### src/rtl/if_prefetch_buffer_pkg.sv
// Shared types and constants for the instruction-fetch prefetch front end.
// Width helpers keep the FIFO and the issue logic in agreement on counter sizes.
package if_prefetch_buffer_pkg;

  localparam logic [31:0] NopInst = 32'h0000_0000;

  typedef enum logic [1:0] {
    FifoIdle = 2'b00,
    FifoPop  = 2'b01,
    FifoPush = 2'b10,
    FifoBoth = 2'b11
  } fifoOp_e;

  function automatic int unsigned ptrWidth(input int unsigned depth);
    return $clog2(depth);
  endfunction

  // One extra bit so a completely full FIFO is distinguishable from empty.
  function automatic int unsigned countWidth(input int unsigned depth);
    return $clog2(depth) + 1;
  endfunction

endpackage

### src/rtl/if_prefetch_buffer_if.sv
// Bundle of ROM-side and ID-side signals of the fetch front end.
// Signal suffixes are relative to the fetch unit (master).
interface if_prefetch_buffer_if #(
  parameter int unsigned ADDR_W = 32,
  parameter int unsigned DATA_W = 32
);
  logic              rom_ce_o;
  logic [ADDR_W-1:0] rom_addr_o;
  logic [DATA_W-1:0] rom_data_i;
  logic              stall_i;
  logic              flush_i;
  logic [ADDR_W-1:0] redirect_pc_i;
  logic              id_valid_o;
  logic [ADDR_W-1:0] id_pc_o;
  logic [DATA_W-1:0] id_inst_o;

  modport master (
    output rom_ce_o, rom_addr_o, id_valid_o, id_pc_o, id_inst_o,
    input  rom_data_i, stall_i, flush_i, redirect_pc_i
  );

  modport slave (
    input  rom_ce_o, rom_addr_o, id_valid_o, id_pc_o, id_inst_o,
    output rom_data_i, stall_i, flush_i, redirect_pc_i
  );
endinterface

### src/rtl/if_prefetch_buffer_fetch_fifo.sv
// DEPTH-entry register FIFO holding {pc, instruction} pairs for the ID stage.
// The head is read straight from storage so ID never sees a ROM-to-ID path.
module if_prefetch_buffer_fetch_fifo
  import if_prefetch_buffer_pkg::*;
#(
  parameter int unsigned DEPTH = 4,
  parameter int unsigned WIDTH = 64
) (
  input  logic                         clk,
  input  logic                         rst,
  input  logic                         push_i,
  input  logic                         pop_i,
  input  logic                         clear_i,
  input  logic [WIDTH-1:0]             wdata_i,
  output logic [countWidth(DEPTH)-1:0] count_o,
  output logic [WIDTH-1:0]             head_o
);

  localparam int unsigned PtrW = ptrWidth(DEPTH);
  localparam int unsigned CntW = countWidth(DEPTH);

  logic [WIDTH-1:0] mem_q [DEPTH];
  logic [PtrW-1:0]  wrPtr_q, wrPtr_d;
  logic [PtrW-1:0]  rdPtr_q, rdPtr_d;
  logic [CntW-1:0]  count_q, count_d;
  fifoOp_e          op;

  assign op = fifoOp_e'({push_i, pop_i});

  // Pointers wrap naturally because DEPTH is a power of two.
  always_comb begin
    wrPtr_d = wrPtr_q;
    rdPtr_d = rdPtr_q;
    count_d = count_q;
    case (op)
      FifoPush: begin
        wrPtr_d = wrPtr_q + PtrW'(1);
        count_d = count_q + CntW'(1);
      end
      FifoPop: begin
        rdPtr_d = rdPtr_q + PtrW'(1);
        count_d = count_q - CntW'(1);
      end
      FifoBoth: begin
        wrPtr_d = wrPtr_q + PtrW'(1);
        rdPtr_d = rdPtr_q + PtrW'(1);
      end
      default: ;
    endcase
    if (clear_i) begin
      wrPtr_d = '0;
      rdPtr_d = '0;
      count_d = '0;
    end
  end

  always_ff @(posedge clk) begin
    if (rst) begin
      wrPtr_q <= '0;
      rdPtr_q <= '0;
      count_q <= '0;
    end else begin
      wrPtr_q <= wrPtr_d;
      rdPtr_q <= rdPtr_d;
      count_q <= count_d;
    end
  end

  always_ff @(posedge clk) begin
    if (push_i) begin
      mem_q[wrPtr_q] <= wdata_i;
    end
  end

  assign count_o = count_q;
  assign head_o  = mem_q[rdPtr_q];

endmodule

### src/rtl/if_prefetch_buffer.sv
// Fetch front end: PC generator, single in-flight ROM request tracking and a
// prefetch FIFO feeding ID, with ID stall and branch-redirect flush.
module if_prefetch_buffer
  import if_prefetch_buffer_pkg::*;
#(
  parameter int unsigned       DEPTH    = 4,
  parameter int unsigned       ADDR_W   = 32,
  parameter int unsigned       DATA_W   = 32,
  parameter logic [ADDR_W-1:0] RESET_PC = '0,
  parameter int unsigned       PC_STEP  = 4
) (
  input logic                  clk,
  input logic                  rst,
  if_prefetch_buffer_if.master bus
);

  localparam int unsigned CntW = countWidth(DEPTH);
  localparam int unsigned OccW = CntW + 1;

  logic [ADDR_W-1:0]        fetchPc_q, fetchPc_d;
  logic [ADDR_W-1:0]        inflightPc_q, inflightPc_d;
  logic                     inflight_q, inflight_d;
  logic [CntW-1:0]          count;
  logic [ADDR_W+DATA_W-1:0] head;
  logic [ADDR_W-1:0]        headPc;
  logic [DATA_W-1:0]        headInst;
  logic                     idValid;
  logic                     pop;
  logic                     push;
  logic                     issue;
  logic [OccW-1:0]          occupancy;

  assign idValid = !rst && (count != '0);
  assign pop     = idValid && !bus.stall_i && !bus.flush_i;
  assign push    = inflight_q && !bus.flush_i;

  // Reserve a slot for the in-flight response so the FIFO can never overflow.
  assign occupancy = OccW'(count) + OccW'(inflight_q) - OccW'(pop);
  assign issue     = !rst && !bus.flush_i && (occupancy < OccW'(DEPTH));

  always_comb begin
    fetchPc_d    = fetchPc_q;
    inflightPc_d = inflightPc_q;
    inflight_d   = issue;
    if (bus.flush_i) begin
      fetchPc_d = bus.redirect_pc_i;
    end else if (issue) begin
      inflightPc_d = fetchPc_q;
      fetchPc_d    = fetchPc_q + ADDR_W'(PC_STEP);
    end
  end

  always_ff @(posedge clk) begin
    if (rst) begin
      fetchPc_q    <= RESET_PC;
      inflightPc_q <= '0;
      inflight_q   <= 1'b0;
    end else begin
      fetchPc_q    <= fetchPc_d;
      inflightPc_q <= inflightPc_d;
      inflight_q   <= inflight_d;
    end
  end

  if_prefetch_buffer_fetch_fifo #(
    .DEPTH (DEPTH),
    .WIDTH (ADDR_W + DATA_W)
  ) u_fetch_fifo (
    .clk     (clk),
    .rst     (rst),
    .push_i  (push),
    .pop_i   (pop),
    .clear_i (bus.flush_i),
    .wdata_i ({inflightPc_q, bus.rom_data_i}),
    .count_o (count),
    .head_o  (head)
  );

  assign {headPc, headInst} = head;

  assign bus.rom_ce_o   = issue;
  assign bus.rom_addr_o = rst ? '0 : fetchPc_q;
  assign bus.id_valid_o = idValid;
  assign bus.id_pc_o    = idValid ? headPc : '0;
  assign bus.id_inst_o  = idValid ? headInst : DATA_W'(NopInst);

endmodule
### src/flat_wrapper.sv
// flat-port wrapper written by rule: the top's interface ports become plain ports
module if_prefetch_buffer_flat import if_prefetch_buffer_pkg::*;
#(
  parameter int unsigned       DEPTH    = 4,
  parameter int unsigned       ADDR_W   = 32,
  parameter int unsigned       DATA_W   = 32,
  parameter logic [ADDR_W-1:0] RESET_PC = '0,
  parameter int unsigned       PC_STEP  = 4
)
  (clk, rst, bus_rom_ce_o, bus_rom_addr_o, bus_id_valid_o, bus_id_pc_o, bus_id_inst_o, bus_rom_data_i, bus_stall_i, bus_flush_i, bus_redirect_pc_i);
  if_prefetch_buffer_if #(.ADDR_W(ADDR_W), .DATA_W(DATA_W)) bus_i ();
  input logic clk;
  input logic rst;
  output wire logic [$bits(bus_i.rom_ce_o)-1:0] bus_rom_ce_o;
  output wire logic [$bits(bus_i.rom_addr_o)-1:0] bus_rom_addr_o;
  output wire logic [$bits(bus_i.id_valid_o)-1:0] bus_id_valid_o;
  output wire logic [$bits(bus_i.id_pc_o)-1:0] bus_id_pc_o;
  output wire logic [$bits(bus_i.id_inst_o)-1:0] bus_id_inst_o;
  input wire logic [$bits(bus_i.rom_data_i)-1:0] bus_rom_data_i;
  input wire logic [$bits(bus_i.stall_i)-1:0] bus_stall_i;
  input wire logic [$bits(bus_i.flush_i)-1:0] bus_flush_i;
  input wire logic [$bits(bus_i.redirect_pc_i)-1:0] bus_redirect_pc_i;
  assign bus_rom_ce_o = bus_i.rom_ce_o;
  assign bus_rom_addr_o = bus_i.rom_addr_o;
  assign bus_id_valid_o = bus_i.id_valid_o;
  assign bus_id_pc_o = bus_i.id_pc_o;
  assign bus_id_inst_o = bus_i.id_inst_o;
  assign bus_i.rom_data_i = bus_rom_data_i;
  assign bus_i.stall_i = bus_stall_i;
  assign bus_i.flush_i = bus_flush_i;
  assign bus_i.redirect_pc_i = bus_redirect_pc_i;
  if_prefetch_buffer #(.DEPTH(DEPTH), .ADDR_W(ADDR_W), .DATA_W(DATA_W), .RESET_PC(RESET_PC), .PC_STEP(PC_STEP)) u_core (.clk(clk), .rst(rst), .bus(bus_i));
endmodule
### config.mk
export PLATFORM = sky130hd
export DESIGN_NAME = if_prefetch_buffer_flat
export DESIGN_NICKNAME = d
export VERILOG_FILES = /design/src/rtl/if_prefetch_buffer_pkg.sv /design/src/rtl/if_prefetch_buffer_if.sv /design/src/rtl/if_prefetch_buffer_fetch_fifo.sv /design/src/rtl/if_prefetch_buffer.sv /design/src/flat_wrapper.sv
export SDC_FILE = /design/constraint.sdc
export NUM_CORES = 1
export LEC_CHECK = 0
export CAP_MARGIN = 20
export CORE_MARGIN = 2
export CORE_UTILIZATION = 40
export CTS_CLUSTER_DIAMETER = 80
export DETAILED_ROUTE_END_ITERATION = 10
export GPL_ROUTABILITY_DRIVEN = 0
export GPL_TIMING_DRIVEN = 0
export PLACE_DENSITY = 0.63
export SLEW_MARGIN = 10
export SYNTH_ARGS = -nofsm -noshare
export SYNTH_HDL_FRONTEND = slang
export SYNTH_SLANG_ARGS = --single-unit
### constraint.sdc
create_clock -name clk -period 4.55 [get_ports clk]
set_input_delay 0.91 -clock clk [delete_from_list [all_inputs] [get_ports clk]]
set_output_delay 0.91 -clock clk [all_outputs]
set_load 0.005 [all_outputs]
After elaboration in Yosys (flattened, before gate mapping)
Memories as Yosys holds them, arrays and structs flattened. A register that Yosys moved wholly into a read port is not among the register bits.
Cells that the tools add are included.
{ "classes": {"n_eq_ne": 3, "add_sub_neg": 7, "n_reduce_logical": 16, "magnitude_cmp": 1, "n_mux": 10, "bitwise_logic": 1} }
{ "op_table": {"columns": ["operator", "count"], "rows": [
  ["32-bit 2-to-1 mux", 5],
  ["32-bit by 3-bit adder with 32-bit output, second input constant", 1],
  ["1-bit logical AND", 6],
  ["3-bit case mux with 2 select lines", 1],
  ["2-bit OR reduction", 3],
  ["2-bit by 1-bit adder with 2-bit output, second input constant", 2],
  ["3-bit by 1-bit adder with 4-bit output", 1],
  ["2-bit equality test, second input constant", 2],
  ["4-bit by 3-bit < comparator with 1-bit output, second input constant", 1],
  ["2-bit 2-to-1 mux", 2],
  ["2-bit nonzero test", 2],
  ["4-bit by 1-bit subtractor with 4-bit output", 1],
  ["3-bit by 1-bit adder with 3-bit output, second input constant", 1],
  ["1-bit zero test", 3],
  ["3-bit nonzero test", 1],
  ["3-bit by 1-bit subtractor with 3-bit output, second input constant", 1],
  ["2-bit by 1-bit equality test with 1-bit output, second input constant", 1],
  ["1-bit 2-to-1 mux", 2],
  ["2-bit AND reduction", 1],
  ["1-bit inverter", 1]
]} }
{ "word_totals": {"ram_bits": 256, "reg_bits": 72, "n_memories": 1} }
{ "mem_list": {"columns": ["memory", "depth", "width", "rd", "rd_clocked_by_memory_dff", "wr", "line", "rtl"], "rows": [
  ["u_core.u_fetch_fifo.mem_q", 4, 64, 1, 1, 1, "if_prefetch_buffer_fetch_fifo.sv:22", "logic [WIDTH-1:0] mem_q [DEPTH];"]
]} }

Logic depth before layout (Yosys ltp)
Gate-level depths: netlist (run 1).
{ "depth": {"word_depth": 9, "ltp_mapped": 15, "ltp_nobuf": 10} }

Hierarchy
From an unflattened synthesis (run 1), not the netlist that was laid out.
{ "unflattened": {"cells_unflattened": 890, "area_unflattened_um2": 13639.3} }
{ "modules_own_cells": {"columns": ["module", "cells_each", "area_each_um2", "seq_area_each_um2", "n_inst"], "rows": [
  ["if_prefetch_buffer_fetch_fifo", 386, 9796.9, 7867.5, 1],
  ["if_prefetch_buffer", 504, 3842.4, 1301.2, 1]
]} }

Worst setup path before layout (run 1)
No wires, ideal clock.
{ "synth_path": {"kind": "input to output", "start": "in bus_flush_i", "end": "out bus_rom_ce_o", "path_slack_ns": -0.017, "path_stages": 11, "arrival_ns": 3.657, "t_required_ns": 3.640, "path_buffers": 3, "path_cell_list": "or2_2 clkbuf_1 nor3_1 ha_1 inv_1 ha_1 and3b_4 or4_1 buf_6 a31oi_1 clkbuf_1"} }
{ "synth_via": {"elab_chain_len": 5, "word_cells_on_any_way": 6, "classes_between": "add/sub (1); order compare (1); reduce/logical (4)"} }
{ "synth_rtl": {"columns": ["item", "line", "rtl"], "rows": [
  ["from (decl)", "flat_wrapper.sv:21", "input wire logic [$bits(bus_i.flush_i)-1:0] bus_flush_i;"],
  ["1-bit zero test *", "if_prefetch_buffer.sv:34, if_prefetch_buffer.sv:39", null],
  ["1-bit logical AND", "if_prefetch_buffer.sv:34", "assign pop = idValid && !bus.stall_i && !bus.flush_i;"],
  ["4-bit by 1-bit subtractor with 4-bit output", "if_prefetch_buffer.sv:38", "assign occupancy = OccW'(count) + OccW'(inflight_q) - OccW'(pop);"],
  ["4-bit by 3-bit < comparator with 1-bit output", "if_prefetch_buffer.sv:39", "assign issue = !rst && !bus.flush_i && (occupancy < OccW'(DEPTH));"],
  ["1-bit logical AND *", "if_prefetch_buffer.sv:39", null],
  ["to (decl)", "flat_wrapper.sv:14", "output wire logic [$bits(bus_i.rom_ce_o)-1:0] bus_rom_ce_o;"]
]} }
Every way passes the cells marked *; elsewhere a longest branch is shown, timed or not.

Worst setup path in the final report (run 1)
Ends and elaborated chain as after synthesis.

==> run metrics, run 1 <==
headroom to the max-slew limit 0.367; die height 187 um; Worst Skew 0.0269 ns; crit path time final 4.41 ns; Port Buf Inserts 165; GRT Util Overall 0.171; final WL 30.1 mm; Final nets 1177; DR vias/cell 5.18; Sw Ratio 0.205; H-tree levels 2; Post-CTS Hold Buffers 0; Diodes inserted 0; post-synthesis cell area 13400 um2; Syn. warnings 0; Setup-failing EPs final 0; post-synthesis xor/xnor area fraction 0.00718; top-level I/O count 166; Clock transition at path regs 0.06 ns; predominant post-synthesis flop cell edfxtp_1; Post-Route Utilization 0.509; Routed Antenna Nets 0; Overflow after GRT 0; mux cell area share after synthesis 0.110; final worst path period share 0.970; Area Overhead vs Synth 26.2%; Async SR Flop Fraction 0; hpwl dp 20.1 mm; clock share of power 0.429; CP Launch Type primary input; Placed Instance Area 15800 um2; Synth Area in Compound Gates 0.0616; largest net degree at the start of global routing 46; CTS Sinks 330; power per cell area 374 nW/um2; Design Area, Final 16900 um2; die width 187 um; row count 67; Slew @ Worst Pin 0.950 ns; Switching Power 1300 uW; clock buffer depth 3; Hold Crit Class register to register; total number of vias 8156; RSZ-0062 raised after global routing true; post-route setup slack 0.137 ns; initial antenna violation count 0; main combinational cell family by area after synthesis multiplexers; post-synthesis simple-gate area fraction 0.105; first-pass GRT wire length 46.8 mm; Place WS -1.80 ns; Post-synth EDFFs 256; leakage dissipation 0.00550 uW; CTS Buf Count 35; Crit Path Max Fanout 10; ratio of cells with drive above 1 in the final layout 0.128; TritonRoute pass-1 iters 5; Syn Area/Cell 15.1 um2; Internal 5040 uW; setup slack, reg-to-reg 0.90 ns; Netlist cell types 51; critical path class primary input to primary output; dominant cell by count in the synthesized netlist edfxtp_1; worst hold slack 0.475 ns; Combinational Power Share 0.045; Critical Path RT 3.64 ns; vias in the first global route 8178; register area 9170 um2; routed len/inst 19.1 um; area of the multi-input gates 3980 um2; TritonCTS clock tree yes; area leader, netlist edfxtp_1; outcome completed; synth top area cells edfxtp_1 (57%), dfxtp_1 (11%), mux4_2 (11%), and2_1 (3.1%), nand2_1 (1.6%); Worst-Skew Late Latency 0.51 ns; final-report max-slew violation count 0; Syn Inst Count 889; 1st-iter DRT viols 605; Root Buffer Master clkbuf_16; adder-cell share of the synthesized area 0.00988; crit path capture type primary output; Max-Cap Viols 0; worst endpoint data arrival time 3.50 ns; FMAX 0.227 GHz; core footprint 33300 um2; die area 35000 um2; post-synth top area share 0.573; Max VDD drop 0.000185 V; Yosys reg bits 330; Filler cells 2835; Seq pwr share 0.526; synthesized net count 967; Seq/Total Area, Yosys 0.683; Final Hold Vio Count 0; DRC violations left 0; initial core utilization 0.403; Post-synth top cells edfxtp_1 (256), dfxtp_1 (74), and2_1 (67)
## registers in the layout, indices dropped and copies added (netlist names), named ones only
| name | cells |
|---|---|
| u_core.u_fetch_fifo.rdPtr_q | 2 |
| u_core.u_fetch_fifo.count_o | 3 |
| u_core.u_fetch_fifo.wrPtr_q | 2 |
| u_core.inflight_q | 1 |
| u_core.inflightPc_q | 32 |
| u_core.u_fetch_fifo.mem_q | 256 |
| u_core.fetchPc_q | 32 |
## worst max-delay path: stages
cell and delay [ns]:
buf_2 0.17, or2_4 0.26, nor3_4 0.20, ha_1 0.17, inv_1 0.04, ha_1 0.26, and3b_4 0.18, or4b_1 0.49
buf_6 0.17, a31oi_4 0.23, clkbuf_8 0.17, dlygate4sd2_1 0.24
## final cells by class
class	instances	area share
timing repair buffer	174	0.105
clock inverter	14	0.00628
clock buffer	49	0.0592
buffer	58	0.0149
inverter	21	0.00465
multi-input combinational	479	0.235
tap	448	0.0331
sequential	330	0.541
## placed cells by master (no fill, tap or decap), drive strengths merged, types with 39 or more instances in the layout
master,n
edfxtp,256
clkdlybuf4s50,161
clkbuf,97
dfxtp,74
and2,67
mux4,64
nand2,56
nor2,43
a21oi,39
o21ai,39
## cells by family (layout without fill, tap and decap cells)
logic type	Yosys count	in the layout
AND/OR/NAND/NOR	261	261
XOR/XNOR	11	11
multiplexers	67	67
adder cells (fa/ha/maj)	10	10
buffers and inverters	80	316
AO/OA/AOI/OAI	130	130
flip-flops	330	330
## what timing repair did
item                                   CTS  global route
setup endpoints to repair               57            32
pin swaps                                3             0
resized for setup                       20             2
setup buffers                            5             0
endpoints found under the hold margin    0             0
## routing by layer
layer	wire length (um)	GRT usage	share of wire
met5	0	0	0
met4	528	0.0464	0.018
met3	1880	0.0343	0.063
met2	14200	0.277	0.47
met1	13500	0.237	0.45
## final timing paths
kind                                  startpoint                 endpoint  depth (start not counted)
setup reg to reg  u_core.u_fetch_fifo.count_o[2]  u_core.inflightPc_q[31]                         13
setup / recovery                     bus_flush_i             bus_rom_ce_o                         12
hold / removal               u_core.fetchPc_q[1]   u_core.inflightPc_q[1]                          2
hold reg to reg              u_core.fetchPc_q[1]   u_core.inflightPc_q[1]                          2
## metrics by stage
stage / power [uW] / TNS (ns) / cells
after floorplan: 3510 / 0 / 889
after global placement: 3670 / -253.37 / 1502
after detailed placement: 3680 / -32.59 / 1506
after CTS: 6400 / 0 / 1573
after global routing: 6560 / -0.819 / 1573
final: 6340 / 0 / 1573
## power groups by stage
| stage | sequential, uW | clock [uW] | combinational, uW |
|---|---|---|---|
| floorplan | 3380 | 0 | 124 |
| CTS | 3340 | 2780 | 286 |
| finish | 3340 | 2720 | 284 |
| detailed placement | 3400 | 0 | 281 |
| global placement | 3400 | 0 | 274 |
| global route | 3340 | 2910 | 310 |
(Power assumes the default switching activity.)
==> inputs of run 2 (changes only) <==
CORE_ASPECT_RATIO = 2   (was unset)
RECOVER_POWER = 100   (was unset)
==> run metrics, run 2 (synthesized netlist as in run 1, its figures left out) <==
Crit Path Max Fanout 5 (-5); initial core utilization 0.408 (+0.00427); DR vias/cell 5.21 (+0.41%); worst endpoint data arrival time 3.47 ns (-0.03 ns); final WL 31.0 mm (+3.0%); ratio of cells with drive above 1 in the final layout 0.116 (-0.0122); power per cell area 364 nW/um2 (-2.7%); core footprint 32900 um2 (-1.0%); Area Overhead vs Synth 23.9%; Placed Cells 1490 (-1.1%); outcome finished, violations left; max FFs per register 256 (unchanged); critical path class primary input to primary output; RR Endpoint u_core.fetchPc_q[27]; CTS Buf Count 28 (-20%); top-level I/O count 166 (unchanged); clock buffer depth 3 (unchanged); Worst Skew 0.0167 ns (-0.0102 ns); first-pass GRT wire length 48.7 mm (+4.0%); headroom to the max-slew limit -0.150 (-0.517); commonest non-fill, non-tap cell in the layout edfxtp_1; Most flops, register u_core.u_fetch_fifo.mem_q; min-delay src u_core.fetchPc_q[0]; DRC violations left 0 (unchanged); Worst-Skew Late Latency 0.55 ns (+0.04 ns); Max VDD drop 0.000255 V (+38%); Final Hold Vio Count 0 (unchanged); Overflow after GRT 0 (unchanged); Root Buffer Master clkbuf_16; GRT Util Overall 0.180 (+0.00826); total number of vias 8054 (-1.3%); hpwl dp 21.5 mm (+7.0%); Routed Antenna Nets 0 (unchanged); Critical Path RT 3.64 ns (about the same); die height 263 um (+41%); Clock transition at path regs 0.07 ns (about the same); largest net degree at the start of global routing 49 (+6.5%); Max-Cap Viols 2 (+2); initial antenna violation count 2 (+2); Final nets 1171 (-0.51%); FF-to-FF Start u_core.u_fetch_fifo.count_o[2]; die area 35100 um2 (+0.25%); most frequent cells in the layout edfxtp_1 (256), dlygate4sd3_1 (107), dfxtp_1 (74); RSZ-0062 raised after global routing false; CTS Sinks 330 (unchanged); failing checks capacitance limit, slew limit; final worst path period share 0.962 (-0.00799); worst hold path endpoint u_core.inflightPc_q[0]; biggest registers after layout u_core.u_fetch_fifo.mem_q x256, u_core.fetchPc_q x32, u_core.inflightPc_q x32; TritonRoute pass-1 iters 4 (-1); H-tree levels 1 (-1); Final Non-Filler Cells 1547 (-1.7%); Port Buf Inserts 165 (unchanged); routed len/inst 20.0 um (+4.8%); hold path depth 2 (unchanged); Place WS -1.92 ns (-0.118 ns); CP Launch Type primary input; post-route setup slack 0.173 ns (+0.0364 ns); row count 94 (+40%); TritonCTS clock tree yes; Setup-failing EPs final 0 (unchanged); r2r worst-path depth 12 (-1); area of the multi-input gates 3950 um2 (-0.82%); crit path time final 4.38 ns (-0.0364 ns); vias in the first global route 8735 (+6.8%); leakage dissipation 0.00563 uW (+2.3%); FMAX 0.228 GHz (+0.83%); 1st-iter DRT viols 474 (-22%); setup slack, reg-to-reg 0.64 ns (-0.26 ns); Filler cells 2840 (+0.18%); crit path capture type primary output; Hold Crit Class register to register; final-report max-slew violation count 32 (+32); die width 134 um (-29%); register area 9170 um2 (unchanged); Slew @ Worst Pin 1.73 ns (+0.775 ns)
==> run 2: timing repair <==
action                                  CTS  global route
setup buffers                             6             0
gates resized for setup                  21            10
pin swaps                                 3             1
hold buffers                              0             0
endpoints found under the setup margin   54            51
==> run 2: layer usage <==
| layer | part of all wire | vias up | wire, um | track usage |
|---|---|---|---|---|
| met2 | 0.56 | 239 | 17300 | 0.344 |
| met3 | 0.039 | 69 | 1210 | 0.0216 |
| met4 | 0.045 | 0 | 1390 | 0.0883 |
| met1 | 0.36 | 3950 | 11200 | 0.190 |
| met5 | 0 | - | 0 | 0 |
| li1 | - | 3796 | - | - |
==> run 2: cell type report <==
cell class	instances	area share
Tap cell	432	0.0325
Clock inverter	17	0.0118
Buffer	58	0.0154
Inverter	21	0.00474
Timing Repair Buffer	175	0.102
Sequential cell	330	0.551
Antenna cell	1	0.000150
Multi-Input combinational cell	479	0.238
Clock buffer	34	0.0448
==> run 2: report_power, final <==
part,switching [uW],internal [uW]
registers,48.6,3290
clock network,1060,1400
logic,134,133
==> run 2: critical path: stages <==
cell	delay, ns
clkdlybuf4s50_1	0.44
nor3_4	0.22
ha_1	0.17
inv_1	0.04
ha_1	0.26
and3b_4	0.18
or4b_1	0.48
buf_6	0.14
a31oi_4	0.21
clkbuf_8	0.18
dlygate4sd2_1	0.23
==> run 2: worst max path at each step <==
stage,start,endpoint,slack [ns],depth (start not counted)
2_1_floorplan,bus_flush_i,bus_rom_ce_o,0.12,11
3_3_place_gp,bus_flush_i,bus_rom_ce_o,-1.92,13
3_5_place_dp,bus_flush_i,bus_rom_ce_o,-1.92,13
4_1_cts,register,bus_id_pc_o[11],0.004,5
5_1_grt,register,bus_id_pc_o[9],0.005,5
6_report,bus_stall_i,bus_rom_ce_o,0.17,11
==> run 2: per-stage QoR <==
step                power, uW  setup TNS (ns)   util  hold WS [ns]  instance area (um2)
CTS                      6140               0  0.509         0.483                16800
floorplan                3510               0      -         0.440                13400
detailed placement       3680          -37.03  0.478         0.468                15700
finish                   6060               0  0.505         0.479                16600
global route             6250               0  0.505         0.514                16600
global placement         3680         -289.20  0.474         0.465                15600
